### config.mk
export PLATFORM = sky130hd
export DESIGN_NAME = pwm_ramp_ctrl
export DESIGN_NICKNAME = d
export VERILOG_FILES = /design/src/rtl/pwm_ctrl_pkg.sv /design/src/rtl/pwm_ramp_ctrl_dwell_counter.sv /design/src/rtl/pwm_ramp_ctrl.sv
export SDC_FILE = /design/constraint.sdc
export NUM_CORES = 1
export LEC_CHECK = 0
export ABC_AREA = 1
export BUFFER_PORTS_ARGS = -buffer_cell sky130_fd_sc_hd__buf_4
export CORE_MARGIN = 4
export CORE_UTILIZATION = 55
export CTS_BUF_LIST = sky130_fd_sc_hd__clkbuf_16
export DETAILED_ROUTE_END_ITERATION = 8
export PLACE_DENSITY = 0.79
export RECOVER_POWER = 50
export SETUP_SLACK_MARGIN = 0.4
export SYNTH_ARGS = -nofsm -noshare
export SYNTH_HDL_FRONTEND = slang
export SYNTH_SLANG_ARGS = --single-unit
### constraint.sdc
create_clock -name clk -period 12.3 [get_ports clk]
set_input_delay 1.23 -clock clk [delete_from_list [all_inputs] [get_ports clk]]
set_output_delay 1.23 -clock clk [all_outputs]
set_load 0.1 [all_outputs]
### src/rtl/pwm_ctrl_pkg.sv
// pwm_ctrl_pkg: shared state encoding and default widths for the PWM ramp sequencer
package pwm_ctrl_pkg;
  localparam int WORD_LENGTH  = 8;
  localparam int FREQ_LENGTH  = 2;
  localparam int DWELL_LENGTH = 16;
  typedef enum logic [1:0] {IDLE, STEP, DWELL, DONE} state_t;
endpackage

### src/rtl/pwm_ramp_ctrl_dwell_counter.sv
// dwell_counter: loadable down-counter that holds at zero and flags it
module dwell_counter #(
  parameter int W = pwm_ctrl_pkg::DWELL_LENGTH
) (
  input  logic         clk,
  input  logic         reset,
  input  logic         load,
  input  logic         en,
  input  logic [W-1:0] load_val,
  output logic         zero
);
  logic [W-1:0] cnt_q, cnt_d;
  always_comb cnt_d = load ? load_val : (en && cnt_q != '0) ? cnt_q - 1'b1 : cnt_q;
  always_ff @(posedge clk) begin
    if (!reset) cnt_q <= '0;
    else        cnt_q <= cnt_d;
  end
  assign zero = (cnt_q == '0);
endmodule

### src/rtl/pwm_ramp_ctrl.sv
// pwm_ramp_ctrl: walks the PWM duty toward a commanded target in bounded steps, one start pulse per step
module pwm_ramp_ctrl #(
  parameter int WORD_LENGTH  = pwm_ctrl_pkg::WORD_LENGTH,
  parameter int FREQ_LENGTH  = pwm_ctrl_pkg::FREQ_LENGTH,
  parameter int DWELL_LENGTH = pwm_ctrl_pkg::DWELL_LENGTH
) (
  input  logic                    clk,
  input  logic                    reset,
  input  logic                    cmd_valid,
  output logic                    cmd_ready,
  input  logic [WORD_LENGTH-1:0]  cmd_duty,
  input  logic [FREQ_LENGTH-1:0]  cmd_freq,
  input  logic [WORD_LENGTH-1:0]  cmd_step,
  input  logic [DWELL_LENGTH-1:0] cmd_dwell,
  input  logic                    abort,
  output logic                    start,
  output logic [WORD_LENGTH-1:0]  dutyCycle,
  output logic [FREQ_LENGTH-1:0]  frequency,
  output logic                    busy,
  output logic                    done
);
  import pwm_ctrl_pkg::*;
  state_t                  state_q, state_d;
  logic [WORD_LENGTH-1:0]  cur_q, cur_d, tgt_q, tgt_d, step_q, step_d, nxt;
  logic [FREQ_LENGTH-1:0]  freq_q, freq_d, lfreq_q, lfreq_d;
  logic [DWELL_LENGTH-1:0] dwell_q, dwell_d;
  logic                    start_q, start_d, done_q, done_d;
  logic                    accept, up, cnt_load, cnt_en, cnt_zero;
  logic [WORD_LENGTH:0]    diff;
  assign cmd_ready = reset && state_q == IDLE && !abort;
  assign accept    = cmd_valid && cmd_ready;
  assign busy      = state_q != IDLE;
  assign start     = start_q;
  assign done      = done_q;
  assign dutyCycle = cur_q;
  assign frequency = freq_q;
  // distance is taken one bit wider so the final step clamps to target instead of wrapping
  always_comb begin
    up   = tgt_q >= cur_q;
    diff = up ? {1'b0, tgt_q} - {1'b0, cur_q} : {1'b0, cur_q} - {1'b0, tgt_q};
    nxt  = (step_q == '0 || diff <= {1'b0, step_q}) ? tgt_q : up ? cur_q + step_q : cur_q - step_q;
  end
  always_comb begin
    state_d  = state_q;
    cur_d    = cur_q;
    tgt_d    = tgt_q;
    step_d   = step_q;
    freq_d   = freq_q;
    lfreq_d  = lfreq_q;
    dwell_d  = dwell_q;
    start_d  = 1'b0;
    done_d   = 1'b0;
    cnt_load = 1'b0;
    cnt_en   = 1'b0;
    unique case (state_q)
      IDLE: if (accept) begin
        tgt_d   = cmd_duty;
        lfreq_d = cmd_freq;
        step_d  = cmd_step;
        dwell_d = cmd_dwell;
        state_d = STEP;
      end
      STEP: if (abort) state_d = IDLE;
      else begin
        cur_d    = nxt;
        freq_d   = lfreq_q;
        start_d  = 1'b1;
        done_d   = nxt == tgt_q;
        cnt_load = nxt != tgt_q;
        state_d  = nxt == tgt_q ? DONE : DWELL;
      end
      DWELL: begin
        cnt_en  = 1'b1;
        state_d = abort ? IDLE : cnt_zero ? STEP : DWELL;
      end
      default: state_d = IDLE;
    endcase
  end
  always_ff @(posedge clk) begin
    if (!reset) begin
      state_q <= IDLE;
      cur_q   <= '0;
      tgt_q   <= '0;
      step_q  <= '0;
      freq_q  <= '0;
      lfreq_q <= '0;
      dwell_q <= '0;
      start_q <= 1'b0;
      done_q  <= 1'b0;
    end else begin
      state_q <= state_d;
      cur_q   <= cur_d;
      tgt_q   <= tgt_d;
      step_q  <= step_d;
      freq_q  <= freq_d;
      lfreq_q <= lfreq_d;
      dwell_q <= dwell_d;
      start_q <= start_d;
      done_q  <= done_d;
    end
  end
  dwell_counter #(.W(DWELL_LENGTH)) u_dwell (
    .clk      (clk),
    .reset    (reset),
    .load     (cnt_load),
    .en       (cnt_en),
    .load_val (dwell_q),
    .zero     (cnt_zero)
  );
endmodule

==> impl_metrics.tcl <==
set metrics [dict create \
    hold_violations 0 \
    multi_input_area_um2 2700 \
    antennaDiodeCount 0 \
    cts.repair_timing.setup_buffer_count 0 \
    seq_area_um2 1280 \
    final_weighted_congestion_of_routability_driven_global_placement 0.929 \
    report.power.total_uw 863 \
    critical_path.reg2reg.endpoint "u_dwell.cnt_q[13]" \
    die_span_in_y_um 98.8 \
    cts.path.max_buffers 2 \
    critical_path.cell_chain "clkbuf_1, inv_1, nor2_1, inv_1, nor2_1, nand2_2, clkbuf_1, o21ai_0, a21oi_1" \
    violations "max-capacitance violations, max-slew violations" \
    drt_iter0_drc 284 \
    groute.usage.overall 0.243 \
    p_comb_frac 0.458 \
    crit_fanout 66 \
    clk_lat_worst_skew_ns 0.33 \
    synth-edff-count 0 \
    postSynth.topFlopCell "dfxtp_1" \
    status "finished with violations" \
    place.detailed.hpwl_mm 8.58 \
    tightest_slew_ns 2.42 \
    ctsResizeCount 0 \
    drt_wl_total_mm 11.7 \
    critical_path.endpoint_type "register" \
    syn-cell-area_um2 4530 \
    slew_viol_final 67 \
    clkSinkCount 64 \
    post_layout_nonfiller_instances 818 \
    power.net_switching_uw 377 \
    sw_frac_of_total 0.436 \
    synthTopCellsByCount "nand2_1 (125), inv_1 (102), a21oi_1 (74)" \
    firstDrtPassIters 5 \
    postSynthCellCount 675 \
    sequentialPowerShare 0.273 \
    yosysUniqueCellTypes 43 \
    ctsHoldBuffers 0 \
    holdCritPathClass "reg2reg" \
    source_of_the_worst_hold_timing_path "dwell_q[5]" \
    grt_overflow_total 0 \
    first_pass_grt_wire_length_mm 19.6 \
    numCtsBuffers 9 \
    vias 4460 \
    critical_path.reg2reg.startpoint "dutyCycle[1]" \
    initial_utilization 0.575 \
    finalSetupTns_ns 0 \
    post_drt_wl_per_cell_um 14.3 \
    clock-skew-final_ns 0.00879 \
    timing_limited_maximum_frequency_ghz 0.188 \
    timing.critical_path.slowest_stage_cell "clkbuf_1" \
    tritoncts_clock_tree "built" \
    whs_endpoint "dwell_q[5]" \
    ir_drop_v 0.0000799 \
    layout_min_cycle_time_ns 5.32 \
    drc 0 \
    die_x_um 98.8 \
    ports_placed_on_the_boundary 52 \
    synthesis.area_per_instance_um2 6.72 \
    asyncSetResetFlopFracSynth 0 \
    flow.area_growth_from_synthesis_pct 13.2 \
    hold_path_depth 2 \
    synth.largest_area_cell "dfxtp_1" \
    ys_ff_latch 64 \
    largest_net_degree_at_the_start_of_global_routing 67 \
    antenna_violating_nets_post_route 0 \
    crit_arrival_ns 5.56 \
    slew_headroom -0.615 \
    cp-start-kind "input port" \
    clk_transition_reported_paths_ns 0.06 \
    layout-drive-gt1-share 0.108 \
    slowest_delay_ns 1.71 \
    timing.critical_path.required_ns 12.54 \
    sequential_to_total_area_share_from_yosys_stat 0.283 \
    ff2ff_setup_slack_ns 7.37 \
    grt_antenna_before_repair 0 \
    core_area_um2 7890 \
    placement_rows 32 \
    setup.worst_path.class "in2reg" \
    maxCapViolCount 1 \
    cell_pwr_density_nw_per_um2 168 \
    layout.filler_cells 743 \
    report.final.setup_viol 0 \
    share_clk_of_total_power 0.269 \
    grt_setup_unrepaired "false" \
    netlist_top_cells_area "dfxtp_1 (28%), nand2_1 (10%), ha_1 (9.1%)" \
    first_global_vias 4112 \
    htree_num_levels 3 \
    clock_tree.root_cell "clkbuf_16" \
    power_leakage_uw 0.00254 \
    place.port_buffers 51 \
    min_period_over_period 0.433 \
    worst_r2r_path_depth 30 \
    synth.net_count 749 \
    final_nets 785 \
    syn_warnings 0 \
    cellInternalPower_uw 487 \
    dp_cells 802 \
    dieArea_um2 9760 \
    synth_top_area_share 0.283 \
    per_cell_via_count_in_the_routed_design 5.45 \
    most_frequent_cell_after_synthesis "nand2_1" \
]
sequential cells by signal, indices dropped and copies added, names as in the netlist, 2 cells and up:
signal	cells
u_dwell.cnt_q	16
dutyCycle	8
tgt_q	8
step_q	8
lfreq_q	2
frequency	2
dwell_q	16
state_q	2
placed cells by master, fill, tap and decap left out, types with 6 or more instances in the layout:
| cell | synthesis | final |
|---|---|---|
| nand4_1 | 18 | 18 |
| o21ai_0 | 56 | 56 |
| buf_4 | 1 | 36 |
| clkbuf_16 | 0 | 9 |
| dfxtp_1 | 64 | 64 |
| xor2_1 | 22 | 22 |
| nand3_1 | 57 | 57 |
| inv_1 | 102 | 103 |
| a21oi_1 | 74 | 74 |
| nor3_1 | 6 | 6 |
| ha_1 | 33 | 33 |
| clkbuf_1 | 19 | 17 |
| nor2_1 | 36 | 36 |
| nand2_1 | 125 | 124 |
| xnor2_1 | 6 | 6 |
| inv_2 | 8 | 7 |
| nand2_2 | 5 | 6 |
area by class of cell:
class	instances	share of cell area
clock inverters	7	0.00902
multi-input cells	472	0.526
well taps	102	0.0249
inverters	111	0.0812
repair buffers	53	0.0651
flip-flops and latches	64	0.250
clock buffers	9	0.0439
layer usage:
metal	track usage	vias to the layer above	routed length, µm
met1	0.352	2023	5600
li1	-	2264	-
met3	0.0347	16	721
met2	0.373	157	5220
met5	0	-	0
met4	0.0756	0	189
worst max-delay path, delay by kind of cell:
kind,cells,cell delay [ns]
and+or+nand+nor,3,0.23
AOI/OAI and AO/OA,2,0.71
buffers and inverters,4,3.34
stage by stage:
| step | area, µm² | utilization | setup WS (ns) | hold slack, ns |
|---|---|---|---|---|
| floorplan | 4530 | - | 7.55 | 0.430 |
| global placement | 4930 | 0.625 | 7.60 | 0.443 |
| detailed placement | 4930 | 0.625 | 7.53 | 0.450 |
| CTS | 5200 | 0.659 | 7.46 | 0.458 |
| global route | 5130 | 0.651 | 6.39 | 0.477 |
| finish | 5130 | 0.651 | 6.98 | 0.455 |
power by group through the flow:
stage / sequential (µW) / clock, µW / combinational, µW
after global placement: 239 / 0 / 379
after detailed placement: 240 / 0 / 387
after CTS: 235 / 235 / 392
after floorplan: 251 / 0 / 299
final: 236 / 232 / 396
after global routing: 238 / 247 / 440
kinds of logic after synthesis:
group	count (synthesis)	share of synthesized area
AOI/OAI and AO/OA	143	0.169
adders and majority gates	36	0.104
DFF	64	0.283
and+or+nand+nor	261	0.259
xor gates and xnor gates	28	0.0541
buffers and inverters	139	0.122
muxes	4	0.00911
how the worst max path moves through the flow:
stage	from	endpoint	slack, ns	cells after the start
6_report	reset	tgt_q[7]	6.98	9
4_1_cts	dutyCycle[1]	u_dwell.cnt_q[13]	7.46	30
5_1_grt	reset	tgt_q[7]	6.39	9
3_5_place_dp	dutyCycle[1]	u_dwell.cnt_q[13]	7.53	30
2_1_floorplan	dutyCycle[1]	u_dwell.cnt_q[14]	7.55	33
3_3_place_gp	dutyCycle[1]	u_dwell.cnt_q[13]	7.60	30
No activity file was read; power rests on OpenSTA's default activity.
